File: src/rtl/seg7_scan_ctrl_pkg.sv
// seg7_scan_ctrl_pkg: shared display constants and slot-phase type (LEADING_ZERO_BLANK_EN selects leading-zero blanking in the top).
package seg7_scan_ctrl_pkg;
  localparam logic [6:0] SEG_BLANK = 7'h7F;
  localparam logic AN_OFF = 1'b1;
  typedef enum logic {PH_DARK, PH_LIT} phase_t;
endpackage

File: src/rtl/seg7_scan_ctrl_dec_7seg.sv
// dec_7seg: hex nibble to active-low segments, bit order g..a.
module dec_7seg (
  input  logic [3:0] i_hex,
  output logic [6:0] o_seg
);
  always_comb begin
    o_seg = 7'h7F;
    case (i_hex)
      4'h0: o_seg = 7'h40;
      4'h1: o_seg = 7'h79;
      4'h2: o_seg = 7'h24;
      4'h3: o_seg = 7'h30;
      4'h4: o_seg = 7'h19;
      4'h5: o_seg = 7'h12;
      4'h6: o_seg = 7'h02;
      4'h7: o_seg = 7'h78;
      4'h8: o_seg = 7'h00;
      4'h9: o_seg = 7'h10;
      4'hA: o_seg = 7'h08;
      4'hB: o_seg = 7'h03;
      4'hC: o_seg = 7'h46;
      4'hD: o_seg = 7'h21;
      4'hE: o_seg = 7'h06;
      default: o_seg = 7'h0E;
    endcase
  end
endmodule

File: src/rtl/seg7_scan_ctrl.sv
// seg7_scan_ctrl: frame-synchronous multiplexed 7-seg scanner with guarded slots.
// Define LEADING_ZERO_BLANK_EN to blank zero digits above the highest nonzero one.
module seg7_scan_ctrl
  import seg7_scan_ctrl_pkg::*;
#(
  parameter int N_DIGITS    = 4,
  parameter int DIV         = 50000,
  parameter int BLANK_TICKS = 500
) (
  input  logic                  clk,
  input  logic                  rst,
  input  logic                  enable,
  input  logic                  load,
  input  logic [4*N_DIGITS-1:0] data_in,
  input  logic [N_DIGITS-1:0]   dp_in,
  output logic [6:0]            seg_out,
  output logic                  dp_out,
  output logic [N_DIGITS-1:0]   an_out,
  output logic                  pending,
  output logic                  frame_done
);
  localparam int PW = $clog2(DIV);
  localparam int IW = $clog2(N_DIGITS);
  logic [PW-1:0]         r_presc;
  logic [IW-1:0]         r_idx;
  logic [4*N_DIGITS-1:0] r_shadow, r_stage;
  logic [N_DIGITS-1:0]   r_shadow_dp, r_stage_dp;
  logic                  w_pwrap, w_bnd, w_blank;
  phase_t                w_phase;
  logic [3:0]            w_nib;
  logic [6:0]            w_seg;
  always_comb begin
    w_pwrap = r_presc == PW'(DIV - 1);
    w_bnd   = enable && w_pwrap && r_idx == IW'(N_DIGITS - 1);
    w_phase = r_presc < PW'(BLANK_TICKS) ? PH_DARK : PH_LIT;
    w_nib   = r_shadow[4*r_idx +: 4];
  end
`ifdef LEADING_ZERO_BLANK_EN
  logic [N_DIGITS:0] w_lz;
  // w_lz[i]: digit i and everything above it are zero; digit 0 stays visible
  always_comb begin
    w_lz = '0;
    w_lz[N_DIGITS] = 1'b1;
    for (int i = N_DIGITS - 1; i > 0; i--)
      w_lz[i] = w_lz[i+1] && r_shadow[4*i +: 4] == 4'h0;
    w_blank = w_lz[r_idx];
  end
`else
  always_comb w_blank = 1'b0;
`endif
  dec_7seg u_dec (.i_hex(w_nib), .o_seg(w_seg));
  always_ff @(posedge clk) begin
    if (rst) begin
      r_presc     <= '0;
      r_idx       <= '0;
      r_shadow    <= '0;
      r_shadow_dp <= '0;
      r_stage     <= '0;
      r_stage_dp  <= '0;
      pending     <= 1'b0;
      frame_done  <= 1'b0;
      seg_out     <= SEG_BLANK;
      dp_out      <= 1'b1;
      an_out      <= {N_DIGITS{AN_OFF}};
    end else begin
      if (enable) begin
        r_presc <= w_pwrap ? '0 : r_presc + 1'b1;
        if (w_pwrap) r_idx <= r_idx == IW'(N_DIGITS - 1) ? '0 : r_idx + 1'b1;
      end
      // a load on the boundary edge bypasses staging so stale staged data never shows
      if (w_bnd) begin
        pending <= 1'b0;
        if (load) begin
          r_shadow    <= data_in;
          r_shadow_dp <= dp_in;
        end else if (pending) begin
          r_shadow    <= r_stage;
          r_shadow_dp <= r_stage_dp;
        end
      end else if (load) begin
        r_stage    <= data_in;
        r_stage_dp <= dp_in;
        pending    <= 1'b1;
      end
      frame_done <= w_bnd;
      an_out     <= enable && w_phase == PH_LIT ? ~(N_DIGITS'(1) << r_idx) : {N_DIGITS{AN_OFF}};
      seg_out    <= w_blank ? SEG_BLANK : w_seg;
      dp_out     <= ~r_shadow_dp[r_idx];
    end
  end
endmodule
File: config.mk
export PLATFORM = sky130hd
export DESIGN_NAME = seg7_scan_ctrl
export DESIGN_NICKNAME = d
export VERILOG_FILES = /design/src/rtl/seg7_scan_ctrl_pkg.sv /design/src/rtl/seg7_scan_ctrl_dec_7seg.sv /design/src/rtl/seg7_scan_ctrl.sv
export SDC_FILE = /design/constraint.sdc
export NUM_CORES = 1
export LEC_CHECK = 0
export ABC_AREA = 0
export CAP_MARGIN = 20
export CELL_PAD_IN_SITES_DETAIL_PLACEMENT = 2
export CELL_PAD_IN_SITES_GLOBAL_PLACEMENT = 2
export CORE_MARGIN = 10
export CORE_UTILIZATION = 40
export DETAILED_ROUTE_END_ITERATION = 16
export DONT_BUFFER_PORTS = 1
export PLACE_DENSITY = 0.89
export SYNTH_ARGS = -nofsm -noshare
export SYNTH_HDL_FRONTEND = slang
export SYNTH_SLANG_ARGS = --single-unit
File: constraint.sdc
create_clock -name clk -period 2.7 [get_ports clk]
set_clock_uncertainty 0.1 [all_clocks]
set_input_delay 0.405 -clock clk [delete_from_list [all_inputs] [get_ports clk]]
set_output_delay 0.405 -clock clk [all_outputs]
set_load 0.02 [all_outputs]
==> results by group, run 1 <==
Power
  • Seq pwr share: 0.524
  • Power Density: 569 nW/µm²
  • Worst VDD drop: 221 µV
  • Gate power share: 0.048
  • Net switching power: slightly above 500 µW
  • Switching Share: 0.242
  • Clock share of power: 0.428
  • Pleak: roughly 0.0014 µW
  • Internal power: 1610 µW

Layout
  • Layout fillers: a little over 900
  • Area grow syn2layout: 6.77%
  • Sequential Area: 1440 µm²
  • Multi-input logic area: between 1500 and 2000 µm²
  • # diodes: 0
  • Nets: 383
  • Share of post-route cells with drive strength above 1: 0.0963

Placed design
  • DP HPWL: 6890 µm
  • Port buffer count: 0
  • GPL Wtd Cong: 0.772

STA
  • Rel. slew slack: 0.543
  • Final setup viols: 0
  • Fin. max-slew vios: 0
  • Achievable Freq: 0.419 GHz
  • Hold Fails Final Rpt: 0
  • Setup TNS: 0 ps
  • Post-route minimum period: 2390 ps
  • Worst-margin pin slew: 682 ps
  • Unrepaired setup endpoints after global routing: no
  • Tcrit/Tclk final: 0.883
  • WHS: roughly 12 ps

Global route
  • First-pass GRT wire length: between 15000 and 20000 µm
  • Vias in the first global route: 3095
  • Initial antenna violation count: 0
  • Largest net degree at the start of global routing: between 40 and 50
  • GRT Util Overall: 0.161
  • Gr ovfl total: 0

Hold path
  • Worst hold path depth: 1
  • Tightest Hold Check Type: primary input to flip-flop
  • Hold path start: rst
  • WHS Endpoint: r_idx[1]

Outcome
  • Status: finished, final reports clean

Yosys
  • Post-synth EDFFs: 0
  • Top_reg_cell synth: dfxtp_1
  • Cell taking the most area after synthesis: dfxtp_1
  • Synth top area share: 0.413
  • Avg Cell Area, Syn: 9.59 µm²
  • Syn Std Cell Area: 3490 µm²
  • Unique masters post-synth: 41
  • Yosys reg bits: 72
  • Top cells by instance count after synthesis: 72 x dfxtp_1, 52 x nand2_1, 42 x mux2i_1, 23 x o31ai_1, 21 x clkbuf_1
  • Most common cell in the netlist: dfxtp_1
  • Sequential cell area fraction in the yosys report: 0.413
  • Synth top area cells: dfxtp_1 41%, mux2i_1 12%, nand2_1 5.6%
  • Synth warn: 0
  • Syn_nets: 399
  • Mapped Cells: 364
  • Post-synth ARST share: 0

Floorplanning
  • Die X: 113 µm
  • I/O pin total: 38
  • Core area: 8590 µm²
  • Die area: 12900 µm²
  • Die Span Y: 113 µm
  • # rows: 34
  • Starting Density: 0.406

Routing
  • Antenna Nets Post-Route: 0
  • Top layer used by detailed routing: met4
  • Total Wirelength: 10100 µm
  • Metal3 WL: 644 µm
  • Vias: 2751
  • WL/cell: 21.9 µm
  • Metal-1 WL: about 4000 µm
  • Met2 WL: 5150 µm
  • Vias per inst: 5.97
  • Residual DRC count: 0
  • DRT iter0 DRCs: 121
  • DR pass1 iterations: 4

Clock network
  • Post-CTS sizing: 0
  • Sink Count: just over 70
  • H-tree Lvls: 3
  • Max clock buf depth: 2
  • CTS Root Cell: clkbuf_8
  • Clk_lat worst skew: 350 ps
  • TritonCTS clock tree: built
  • Setup Buffers After CTS: 0
  • CTS buffer count: 9
  • Clock-pin slew on the worst setup and hold paths: approximately 80 ps
  • Hold-fix buffers, CTS: 0

Setup path
  • Setup CP Type: flip-flop to flip-flop
  • Worst Reg-to-Reg Cells: 6
  • Worst-path fanout max: 10
  • CP Cell Sequence: mux4_2, inv_1, ha_1, nor2_1, a2111oi_0, a31oi_1
  • Worst EP arrival: 2510 ps
  • CP max-delay cell: mux4_2
  • Critical R2R Capture: seg_out[3]
  • Startpoint types: flip-flop
  • CP required: 2830 ps
  • R2R Setup Slk: 310 ps
  • CP peak stage delay: 630 ps
  • Critical Path End Type: flip-flop
  • Reg-to-reg startpoint: r_idx[0]

Job
  • Max cap viols: 0
[flip-flops by register name, summed over array words and instances, names as in the netlist]
register and cells:
r_presc 16, r_shadow 16, r_stage 16, seg_out 7
an_out 4, r_shadow_dp 4, r_stage_dp 4, r_idx 2
dp_out 1, frame_done 1, pending 1
[how the worst max path moves through the flow]
stage / endpoint / slack, ps / start / cells past startpoint
global placement: seg_out[3] / 460 / r_idx[0] / 6
floorplan: seg_out[3] / 640 / r_idx[0] / 7
detailed placement: seg_out[3] / 350 / r_idx[0] / 6
global route: seg_out[3] / 70 / r_idx[0] / 6
finish: seg_out[3] / 310 / r_idx[0] / 6
CTS: seg_out[3] / 290 / r_idx[0] / 6
[cell usage in the layout (no fill, tap or decap), types with 2 or more instances in the layout]
master	count
xnor2_1	5
ha_1	11
nand4_1	5
xor2_1	7
dfxtp_1	72
o311ai_0	20
buf_4	5
and4_1	2
and3_1	4
o21ai_0	9
nand3_1	10
nor3_1	4
clkinv_2	2
a21oi_1	7
nand2_1	52
o31ai_1	23
inv_1	8
mux2_2	2
clkinvlp_4	2
a31oi_1	4
mux4_2	5
mux2i_1	42
clkbuf_8	11
nor4b_1	2
nor2_1	17
or3_1	2
or4_1	3
[layer usage]
metal	global-route usage	up-vias
met5	0	-
met1	0.181	1377
li1	-	1296
met2	0.272	61
met4	0.0651	0
met3	0.0567	17
[final cells by class]
cell class,instances,area share
multi-input cells,251,0.498
flip-flops and latches,72,0.387
clock buffers,11,0.0406
well taps,108,0.0363
repair buffers,6,0.0154
clock inverters,5,0.0148
inverters,8,0.00806
[critical path: cells and delay by family, from the launching register on]
kind / cells / cell delay [ps]
flops: 1 / 610
buf+inv: 1 / 180
simple gates: 1 / 50
mux: 1 / 630
fa+ha+maj: 1 / 200
compound gates: 2 / 500
[power by group through the flow]
stage	logic (µW)	registers [µW]	clock network, µW
6_report	101	1110	907
4_1_cts	103	1110	922
2_1_floorplan	91.7	1130	0
3_5_place_dp	102	1140	0
5_1_grt	116	1120	964
3_3_place_gp	94.6	1130	0
[stage by stage]
step                setup WS, ps  instance area, µm²  power [µW]  cells   util
floorplan                    637                3490        1220    364      -
global placement             464                3520        1230    445  0.410
detailed placement           348                3520        1240    445  0.410
CTS                          289                3730        2140    461  0.434
global route                74.1                3730        2200    461  0.434
finish                       315                3730        2120    461  0.434
[cell families (layout without fill, tap and decap cells)]
| logic type | Yosys count | in the layout | share of synthesized area |
|---|---|---|---|
| xor gates and xnor gates | 12 | 12 | 0.0301 |
| muxes | 49 | 49 | 0.159 |
| buffers and inverters | 41 | 30 | 0.0570 |
| adders and majority gates | 11 | 11 | 0.0394 |
| and+or+nand+nor | 109 | 109 | 0.157 |
| AOI/OAI and AO/OA | 70 | 70 | 0.144 |
| DFF | 72 | 72 | 0.413 |
(Power assumes the default switching activity.)
==> run 2: changes to the inputs <==
--- a/config.mk
+++ b/config.mk
@@ -13,6 +13,7 @@
 export CORE_UTILIZATION = 40
 export DETAILED_ROUTE_END_ITERATION = 16
 export DONT_BUFFER_PORTS = 1
+export MAX_ROUTING_LAYER = met4
 export PLACE_DENSITY = 0.89
 export SYNTH_ARGS = -nofsm -noshare
 export SYNTH_HDL_FRONTEND = slang
==> run 2 against run 1 <==
  * First-iteration DRC count decreased by 12%
  * Register-to-register slack barely moved
  * Global-route usage is 0.51 points higher
  * Critical path depth stayed put
  * Clock power about the same
  * Wire length is essentially flat
  * Worst hold slack improved by 8.2 ps
  * Sequential power is essentially flat
  * Critical path type unchanged
  * Sequential cell count did not move
  * Die area unchanged
  * Via count fell by 0.65%
  * Utilization stayed put
==> results by group, run 2 (synthesis gave the netlist of run 1 again) <==
STA
  • Rel. slew slack: 0.547 (+0.00450)
  • Tcrit/Tclk final: 0.884 (about the same)
  • Achievable Freq: 0.419 GHz (about the same)
  • Setup TNS: 0 ps (unchanged)
  • Final WS setup: 314 ps (-1.09 ps)
  • Fin. max-slew vios: 0 (unchanged)
  • Worst-margin pin slew: 675 ps (-6.71 ps)
  • Hold Fails Final Rpt: 0 (unchanged)
  • Final setup viols: 0 (unchanged)
  • Post-route minimum period: 2390 ps (+1.09 ps)
  • Unrepaired setup endpoints after global routing: no

Clock network
  • Sink Count: 72 (unchanged)
  • Clk_lat worst skew: 350 ps (about the same)
  • Clock-pin slew on the worst setup and hold paths: 80 ps (about the same)
  • Post-CTS sizing: 0 (unchanged)
  • Max clock buf depth: 2 (unchanged)
  • CTS Root Cell: clkbuf_8
  • CTS buffer count: 9 (unchanged)
  • Setup Buffers After CTS: 0 (unchanged)
  • TritonCTS clock tree: built
  • H-tree Lvls: 3 (unchanged)
  • Hold-fix buffers, CTS: 0 (unchanged)

Layout
  • Share of post-route cells with drive strength above 1: 0.0963 (unchanged)
  • # diodes: 0 (unchanged)
  • Commonest non-fill, non-tap cell in the layout: dfxtp_1
  • Commonest non-fill, non-tap cells in the layout: 72 x dfxtp_1, 52 x nand2_1, 42 x mux2i_1
  • Nets: 383 (unchanged)
  • Regs by FF count: r_presc x16, r_shadow x16, r_stage x16
  • Area grow syn2layout: 6.77% (unchanged)

Setup path
  • Worst-path fanout max: 10 (unchanged)
  • CP bufs+invs: 1 (unchanged)
  • Critical Path End Type: flip-flop
  • Setup CP Type: flip-flop to flip-flop
  • Worst EP arrival: 2520 ps (about the same)
  • CP Cell Sequence: mux4_2, inv_1, ha_1, nor2_1, a2111oi_0, a31oi_1
  • CP max-delay cell: mux4_2
  • Startpoint types: flip-flop
  • CP peak stage delay: 630 ps (about the same)
  • CP delay by family, top: multiplexers
  • CP required: 2830 ps (about the same)

Global route
  • Vias in the first global route: 3085 (-0.32%)
  • Gr ovfl total: 0 (unchanged)
  • First-pass GRT wire length: 16800 µm (+0.12%)
  • GRT Util Overall: 0.166 (+0.00507)
  • Initial antenna violation count: 0 (unchanged)
  • Largest net degree at the start of global routing: 47 (unchanged)

Placed design
  • Port buffer count: 0 (unchanged)
  • Pre-CTS setup slack: 348 ps (unchanged)
  • DP HPWL: 6890 µm (unchanged)
  • GPL Wtd Cong: 0.782 (+1.3%)

Floorplanning
  • Starting Density: 0.406 (unchanged)
  • Die area: 12900 µm² (unchanged)
  • # rows: 34 (unchanged)
  • I/O pin total: 38 (unchanged)
  • Core area: 8590 µm² (unchanged)
  • Die Span Y: 113 µm (unchanged)
  • Die X: 113 µm (unchanged)

Power
  • Final Total Pwr: 2120 µW (-0.14%)
  • Worst VDD drop: 218 µV (-1.1%)
  • Power Density: 568 nW/µm² (-0.14%)
  • Pleak: 0.00137 µW (unchanged)

Routing
  • Vias: 2733 (-0.65%)
  • Total Wirelength: 10100 µm (about the same)
  • WL/cell: 21.9 µm (about the same)
  • Antenna Nets Post-Route: 0 (unchanged)
  • DRT iter0 DRCs: 106 (-12%)
  • DR pass1 iterations: 4 (unchanged)
  • Residual DRC count: 0 (unchanged)
  • Vias per inst: 5.93 (-0.65%)

Job
  • Max cap viols: 0 (unchanged)

Hold path
  • Tightest Hold Check Type: primary input to flip-flop

Outcome
  • Status: finished, final reports clean
==> run 2: metrics by stage <==
stage	instances	hold WS (ps)	cell area, µm²	util
after floorplan	364	334	3490	-
after global placement	445	341	3520	0.410
after detailed placement	445	356	3520	0.410
after CTS	461	0.495	3730	0.434
after global routing	461	2.85	3730	0.434
final	461	20.2	3730	0.434
==> run 2: per-layer routing <==
layer  GRT usage  vias to the layer above  wire [µm]
met1       0.180                     1362       4140
met3      0.0619                       19        632
met2       0.273                       61       5090
li1            -                     1291          -
met4      0.0626                        0        240
met5           -                        -          0
==> run 2: final timing paths <==
path	end	from	slack [ps]	depth (start not counted)
max	seg_out[3]	r_idx[0]	310	6
min	r_idx[1]	rst	20	1
max reg2reg	seg_out[3]	r_idx[0]	310	6
min reg2reg	r_stage[14]	r_stage[14]	360	2
==> run 2: area by class of cell <==
class,count,area [µm²]
clock buffers,11,151
multi-input cells,251,1860
inverters,8,30.0
repair buffers,6,57.6
clock inverters,5,55.1
flip-flops and latches,72,1440
fillers,912,4870
well taps,108,135
==> run 2: report_power, final <==
part,switching (µW),internal (µW),leakage (µW),total [µW]
sequential,23.0,1090,0.000587,1110
combinational,56.6,44.7,0.000679,101
clock,430,474,0.000101,904
==> run 3: changes to the inputs <==
--- a/config.mk
+++ b/config.mk
@@ -13,6 +13,7 @@
 export CORE_UTILIZATION = 40
 export DETAILED_ROUTE_END_ITERATION = 16
 export DONT_BUFFER_PORTS = 1
+export GPL_ROUTABILITY_DRIVEN = 0
 export MAX_ROUTING_LAYER = met4
 export PLACE_DENSITY = 0.89
 export SYNTH_ARGS = -nofsm -noshare
==> results of run 3 <==
The final DEF is identical to that of run 2; final timing and power are the same.
